## src/rtl/chan_acq_responder_if.sv

```systemverilog
// AXI4-Stream link from the acquisition responder toward the Aurora TX FIFO.
// master: drives tdata/tvalid/tlast, samples tready; slave: the reverse.
interface chan_acq_responder_if;
  logic [31:0] tdata;
  logic        tvalid;
  logic        tlast;
  logic        tready;

  modport master (
    output tdata,
    output tvalid,
    output tlast,
    input  tready
  );

  modport slave (
    input  tdata,
    input  tvalid,
    input  tlast,
    output tready
  );
endinterface

```

## src/rtl/chan_acq_responder.sv

```systemverilog
// Channel acquisition responder: on each trigger from the master FPGA,
// captures NSAMP ADC words and streams {header, samples[, trailer]}.
// Ports: clk, rst_n (async, active low), acq_trig (async trigger),
// adc_data (sample every cycle), m_axis (stream master), done (complete
// level, DONE_CYCLES long), busy (not idle), trig_count (accepted
// triggers), trig_missed (sticky, triggers dropped while busy).
// Option: define CHAN_ACQ_TRAILER_EN to append an XOR trailer word.
module chan_acq_responder #(
  parameter int NSAMP       = 16,
  parameter int DONE_CYCLES = 4
) (
  input  logic                       clk,
  input  logic                       rst_n,
  input  logic                       acq_trig,
  input  logic [31:0]                adc_data,
  chan_acq_responder_if.master       m_axis,
  output logic                       done,
  output logic                       busy,
  output logic [23:0]                trig_count,
  output logic                       trig_missed
);

  localparam int IW = $clog2(NSAMP);
  localparam logic [IW-1:0] LAST_IDX  = IW'(NSAMP - 1);
  localparam logic [7:0]    DONE_LAST = 8'(DONE_CYCLES - 1);

  typedef enum logic [2:0] {
    IDLE,
    CAPTURE,
    SEND_HDR,
    SEND_DATA,
`ifdef CHAN_ACQ_TRAILER_EN
    SEND_TRL,
`endif
    DONE
  } state_e;

  state_e      state_q, state_d;
  logic        sync1_q, sync2_q;
  logic        prev_q, prev_d;
  logic [1:0]  settle_q, settle_d;
  logic [IW-1:0] idx_q, idx_d;
  logic [7:0]  dcnt_q, dcnt_d;
  logic [23:0] trig_cnt_q, trig_cnt_d;
  logic        missed_q, missed_d;
`ifdef CHAN_ACQ_TRAILER_EN
  logic [31:0] acc_q, acc_d;
`endif

  logic [31:0] smp_mem [NSAMP];
  logic        wr_en;
  logic        rise;
  logic [31:0] hdr;
  logic [31:0] tdata;
  logic        tvalid;
  logic        tlast;

  // The edge detector stays disarmed (prev forced high) until the
  // synchronizer has refilled after reset, so a trigger already high
  // at reset release is not mistaken for a new rising edge.
  assign settle_d = {settle_q[0], 1'b1};
  assign prev_d   = settle_q[1] ? sync2_q : 1'b1;
  assign rise     = settle_q[1] & sync2_q & ~prev_q;

  assign hdr = {8'hA5, trig_cnt_q};

  always_comb begin
    state_d    = state_q;
    idx_d      = idx_q;
    dcnt_d     = dcnt_q;
    trig_cnt_d = trig_cnt_q;
    missed_d   = missed_q;
`ifdef CHAN_ACQ_TRAILER_EN
    acc_d      = acc_q;
`endif
    wr_en      = 1'b0;
    tvalid     = 1'b0;
    tlast      = 1'b0;
    tdata      = '0;

    if (rise && (state_q != IDLE)) begin
      missed_d = 1'b1;
    end

    unique case (state_q)
      IDLE: begin
        if (rise) begin
          state_d    = CAPTURE;
          trig_cnt_d = trig_cnt_q + 24'd1;
          idx_d      = '0;
`ifdef CHAN_ACQ_TRAILER_EN
          acc_d      = '0;
`endif
        end
      end

      CAPTURE: begin
        wr_en = 1'b1;
`ifdef CHAN_ACQ_TRAILER_EN
        acc_d = acc_q ^ adc_data;
`endif
        if (idx_q == LAST_IDX) begin
          state_d = SEND_HDR;
          idx_d   = '0;
        end else begin
          idx_d = idx_q + IW'(1);
        end
      end

      SEND_HDR: begin
        tvalid = 1'b1;
        tdata  = hdr;
        if (m_axis.tready) begin
          state_d = SEND_DATA;
        end
      end

      SEND_DATA: begin
        tvalid = 1'b1;
        tdata  = smp_mem[idx_q];
`ifndef CHAN_ACQ_TRAILER_EN
        tlast  = (idx_q == LAST_IDX);
`endif
        if (m_axis.tready) begin
          if (idx_q == LAST_IDX) begin
`ifdef CHAN_ACQ_TRAILER_EN
            state_d = SEND_TRL;
`else
            state_d = DONE;
`endif
            dcnt_d  = '0;
            idx_d   = '0;
          end else begin
            idx_d = idx_q + IW'(1);
          end
        end
      end

`ifdef CHAN_ACQ_TRAILER_EN
      SEND_TRL: begin
        tvalid = 1'b1;
        tlast  = 1'b1;
        tdata  = hdr ^ acc_q;
        if (m_axis.tready) begin
          state_d = DONE;
          dcnt_d  = '0;
        end
      end
`endif

      DONE: begin
        if (dcnt_q == DONE_LAST) begin
          state_d = IDLE;
        end else begin
          dcnt_d = dcnt_q + 8'd1;
        end
      end

      default: begin
        state_d = IDLE;
      end
    endcase
  end

  always_ff @(posedge clk or negedge rst_n) begin
    if (!rst_n) begin
      state_q    <= IDLE;
      sync1_q    <= 1'b0;
      sync2_q    <= 1'b0;
      prev_q     <= 1'b1;
      settle_q   <= '0;
      idx_q      <= '0;
      dcnt_q     <= '0;
      trig_cnt_q <= '0;
      missed_q   <= 1'b0;
`ifdef CHAN_ACQ_TRAILER_EN
      acc_q      <= '0;
`endif
    end else begin
      state_q    <= state_d;
      sync1_q    <= acq_trig;
      sync2_q    <= sync1_q;
      prev_q     <= prev_d;
      settle_q   <= settle_d;
      idx_q      <= idx_d;
      dcnt_q     <= dcnt_d;
      trig_cnt_q <= trig_cnt_d;
      missed_q   <= missed_d;
`ifdef CHAN_ACQ_TRAILER_EN
      acc_q      <= acc_d;
`endif
    end
  end

  // Sample store has no reset: contents are only read after a full
  // capture has overwritten every entry.
  always_ff @(posedge clk) begin
    if (wr_en) begin
      smp_mem[idx_q] <= adc_data;
    end
  end

  assign m_axis.tdata  = tdata;
  assign m_axis.tvalid = tvalid;
  assign m_axis.tlast  = tlast;

  assign done        = (state_q == DONE);
  assign busy        = (state_q != IDLE);
  assign trig_count  = trig_cnt_q;
  assign trig_missed = missed_q;

endmodule

```

## src/flat_wrapper.sv

```systemverilog
// flat-port wrapper written by rule: the top's interface ports become plain ports
module chan_acq_responder_flat 
#(
  parameter int NSAMP       = 16,
  parameter int DONE_CYCLES = 4
)
  (clk, rst_n, acq_trig, adc_data, done, busy, trig_count, trig_missed, m_axis_tdata, m_axis_tvalid, m_axis_tlast, m_axis_tready);
  chan_acq_responder_if m_axis_i ();
  input  logic clk;
  input  logic rst_n;
  input  logic acq_trig;
  input  logic [31:0] adc_data;
  output logic done;
  output logic busy;
  output logic [23:0] trig_count;
  output logic trig_missed;
  output wire logic [$bits(m_axis_i.tdata)-1:0] m_axis_tdata;
  output wire logic [$bits(m_axis_i.tvalid)-1:0] m_axis_tvalid;
  output wire logic [$bits(m_axis_i.tlast)-1:0] m_axis_tlast;
  input wire logic [$bits(m_axis_i.tready)-1:0] m_axis_tready;
  assign m_axis_tdata = m_axis_i.tdata;
  assign m_axis_tvalid = m_axis_i.tvalid;
  assign m_axis_tlast = m_axis_i.tlast;
  assign m_axis_i.tready = m_axis_tready;
  chan_acq_responder #(.NSAMP(NSAMP), .DONE_CYCLES(DONE_CYCLES)) u_core (.clk(clk), .rst_n(rst_n), .acq_trig(acq_trig), .adc_data(adc_data), .m_axis(m_axis_i), .done(done), .busy(busy), .trig_count(trig_count), .trig_missed(trig_missed));
endmodule
```

## config.mk

```make
export PLATFORM = sky130hd
export DESIGN_NAME = chan_acq_responder_flat
export DESIGN_NICKNAME = d
export VERILOG_FILES = /design/src/rtl/chan_acq_responder_if.sv /design/src/rtl/chan_acq_responder.sv /design/src/flat_wrapper.sv
export SDC_FILE = /design/constraint.sdc
export NUM_CORES = 1
export LEC_CHECK = 0
export BUFFER_PORTS_ARGS = -buffer_cell sky130_fd_sc_hd__clkbuf_2
export CORE_ASPECT_RATIO = 2
export CORE_MARGIN = 4
export CORE_UTILIZATION = 45
export CTS_CLUSTER_DIAMETER = 80
export DETAILED_ROUTE_END_ITERATION = 10
export PLACE_DENSITY = 0.71
export SYNTH_ARGS = -nofsm -noshare
export SYNTH_HDL_FRONTEND = slang
export SYNTH_SLANG_ARGS = --single-unit
```

## constraint.sdc

```tcl
create_clock -name clk -period 3.6 [get_ports clk]
set_input_delay 0.72 -clock clk [delete_from_list [all_inputs] [get_ports clk]]
set_output_delay 0.72 -clock clk [all_outputs]
set_load 0.01 [all_outputs]
```

==> results.cfg <==
[die]
fp.dieH_um = 320.1
fp.dieW_um = 164.1
placementRows = 114
io_pins = 97
start_util_pct = 45.47
dieArea_um2 = 52530
core-area_um2 = 48210

[critical_path]
worstPathArrival_ps = 2760
rrSetupSlack_ps = 760
cp_max_fo = 25
cp.required_ps = 2880
cp_slowest_cell = dfrtp_1
worst_path_largest_cell_delay_ps = 640
worstPathCellList = and3b_2, and2_1, buf_4, nand3_1, nand3_1, clkbuf_2
cp_num_cells = 6
start_kind = register
reg2reg_depth = 4
worst-path-buf-inv = 2
end_kind = output pin
critPathTopFamily = simple AND/OR/NAND/NOR gates
critPathKind = register to output pin
crit_top_cell = nand3_1

[logic_synthesis]
synth_simple_gate_area_share_pct = 4.806
synth_ff_type = edfxtp_1
synthMuxAreaShare_pct = 13.13
synth-xor-area-share_pct = 1.119
ys_seq_area_share_pct = 75.28
ys_warn_count = 0
synth_seq_cells = 557
synth-adder-area-share_pct = 0.3424
async_flop_share_pct = 8.079
synthCells = 1167
syn_nets = 1209
avgSynthCellArea_um2 = 18.79
synth_compound_area_share_pct = 3.813
ys_types = 53
synth_top_family_by_area = multiplexers
synth_edf_count = 512
syn-cell-area_um2 = 21920

[clocking]
htreeDepth = 2
root_buffer = clkbuf_16
clk_latency_ps = 590
cts.sinks = 557
clkSlewWorstSetupHoldPaths_ps = 60
cts_hold_buffers = 0
cts_buffer_depth = 3
cts_buffers = 48
cts_tree = done

[route]
vias_per_cell = 5.978
wl_um = 54740
drt-pass1-iter-count = 6
drtAntennaViolNets = 0
num_vias = 11790
wl_per_cell_um = 27.75
drc = 0
drt-initial-drc-count = 1182

[timing]
slew_headroom_pct = 34.86
clock_skew_ps = 26.66
period_share_pct = 96.68
rsz0062_at_grt = false
hold_violations = 0
worst_pin_slew_ps = 977.1
finalCriticalPeriod_ps = 3480
fin_setup_tns_ps = 0
max_freq_ghz = 0.2873
setup_viol = 0
holdWs_ps = 256.1
drv_slew = 0

[layout]
seqCellArea_um2 = 16510
syn2layout_area_growth_pct = 14.86
nets = 1340
fin_cells = 1973
multi_input_area_um2 = 5246
fillerInstances = 3878
drive_above_1_share_pct = 24.01
stdcell_area_um2 = 25180

[global_routing]
global_route.usage.met1_pct = 24.42
first_global_vias = 12250
grtUsageTotal_pct = 20.83
grt_overflow_total = 0
grtUsageMet3_pct = 3.240
gr-usage-met2_pct = 37.81
grt_max_degree = 49
grt_pass1_wl_um = 79910
antenna_found_initial = 1
busiest_layer = met2

[power]
intPower_uw = 13050
p_per_area_nw_per_um2 = 769.7
p_comb_share_pct = 31.4
switching_power_uw = 6332
p_seq_share_pct = 42.6
clkPwrFrac_pct = 26.0
p_sw_share_pct = 32.67
peakVddDrop_mv = 0.4264
p_leak_uw = 0.008616

[place]
globalplace.congestion = 0.8168
io_buffers = 96
dpl.hpwl_um = 33290
place_inst = 1884
dpl_cell_area_um2 = 23630

[min_path]
holdPathStages = 1
hold_class = input pin to register

[run_status]
status = complete, no violations

[run]
max-cap-violations = 0
## layout make-up
type / count / share of cell area (%)
antenna: 2 / 0.01988
tap: 638 / 3.170
multi-input combinational: 536 / 20.84
sequential: 557 / 65.57
clock buffer: 59 / 5.019
clock inverter: 26 / 0.9441
inverter: 8 / 0.1193
timing repair buffer: 147 / 4.323
## cell usage in the layout, fill, tap and decap left out, types with 5 or more instances in the layout
| cell type | n |
|---|---|
| a22oi_1 | 51 |
| a32oi_1 | 24 |
| and2_1 | 8 |
| and3_1 | 5 |
| buf_12 | 18 |
| buf_4 | 33 |
| clkbuf_1 | 10 |
| clkbuf_16 | 49 |
| clkbuf_2 | 96 |
| clkinv_1 | 10 |
| clkinv_2 | 6 |
| dfrtp_1 | 42 |
| edfxtp_1 | 512 |
| ha_1 | 6 |
| inv_1 | 8 |
| mux2i_1 | 121 |
| mux4_2 | 73 |
| nand2_1 | 25 |
| nand2b_1 | 5 |
| nand3_1 | 88 |
| nand4_1 | 14 |
| nor2_1 | 10 |
| nor2_4 | 12 |
| o22ai_1 | 9 |
| xnor2_1 | 18 |
| xor2_1 | 10 |
## logic make-up (layout without fill, tap and decap cells)
| logic type | count (synthesis) | after routing |
|---|---|---|
| flops | 557 | 557 |
| simple gates | 197 | 197 |
| mux | 196 | 196 |
| compound gates | 108 | 108 |
| buf+inv | 74 | 240 |
| xor+xnor | 28 | 28 |
| fa+ha+maj | 6 | 6 |
| other cells | 1 | 3 |
## metrics by stage
| step | power, uW | setup slack [ps] | util, % |
|---|---|---|---|
| floorplan | 12040 | 471.3 | - |
| global placement | 14290 | 542.9 | 49.01 |
| detailed placement | 14440 | 526.0 | 49.01 |
| CTS | 19530 | 66.54 | 52.20 |
| global route | 20140 | 9.885 | 52.22 |
| finish | 19380 | 119.5 | 52.23 |
## power groups by stage
stage	combinational (uW)	sequential, uW	clock (uW)
final	6080	8260	5040
after global routing	6450	8320	5360
after CTS	6140	8260	5130
after detailed placement	5960	8480	0
after global placement	5860	8440	0
after floorplan	3920	8120	0
## worst paths after layout
kind / from / end
worst max-delay path: u_core.state_q[0]$_DFFE_PN0P_ / m_axis_tdata[17]
worst min-delay path: acq_trig / u_core.sync1_q$_DFF_PN0_
worst max register to register: u_core.idx_q[3]$_DFFE_PN0P_ / u_core.smp_mem[4][21]$_DFFE_PP_
worst min register to register: u_core.settle_q[0]$_DFF_PN0_ / u_core.settle_q[1]$_DFF_PN0_
max in group asynchronous: rst_n / u_core.trig_count[9]$_DFFE_PN0P_
min in group asynchronous: rst_n / u_core.idx_q[1]$_DFFE_PN0P_
## routing by layer
| layer | part of all wire [%] | vias up |
|---|---|---|
| li1 | - | 5020 |
| met1 | 36 | 6227 |
| met2 | 55 | 438 |
| met3 | 5.8 | 109 |
| met4 | 3.9 | 0 |
| met5 | 0 | - |
## synthesized netlist by cell type (2+ instances only)
library cell,number,area share [%]
nor2_1,25,0.43
and4_1,4,0.16
clkbuf_1,32,0.55
xor2_1,10,0.40
edfxtp_1,512,70
buf_2,29,0.66
and2_1,8,0.23
a31oi_1,4,0.11
mux2i_1,121,5.5
nand2b_1,5,0.14
nor4_4,2,0.19
ha_1,6,0.34
o21ai_0,2,0.046
and3_1,5,0.14
nor3_1,6,0.14
dfrtp_1,44,5.0
nor2b_1,3,0.086
nor4_1,3,0.086
inv_1,8,0.14
o22ai_1,9,0.26
a32oi_1,24,0.96
nand2_1,25,0.43
a311oi_1,2,0.080
buf_6,2,0.10
mux2_2,2,0.10
buf_1,3,0.051
a21o_1,3,0.10
a21oi_1,3,0.068
a22oi_1,51,1.7
a211oi_1,2,0.068
xnor2_1,18,0.72
nand3_1,88,2.0
mux4_2,73,7.5
nand4_1,14,0.40
## registers in the layout (all words and copies together) (netlist names)
signal,flops
u_core.trig_count,24
u_core.sync1_q,1
u_core.dcnt_q,8
u_core.settle_q,2
u_core.smp_mem,512
u_core.prev_q,1
u_core.state_q,3
u_core.sync2_q,1
u_core.trig_missed,1
u_core.idx_q,4
## repair_timing
item | in CTS | in global routing
gates cloned | 0 | 0
gates resized for setup | 0 | 1
buffers inserted | 2 | 0
setup endpoints to repair | 20 | 1
No activity file was read; power rests on OpenSTA's default activity.
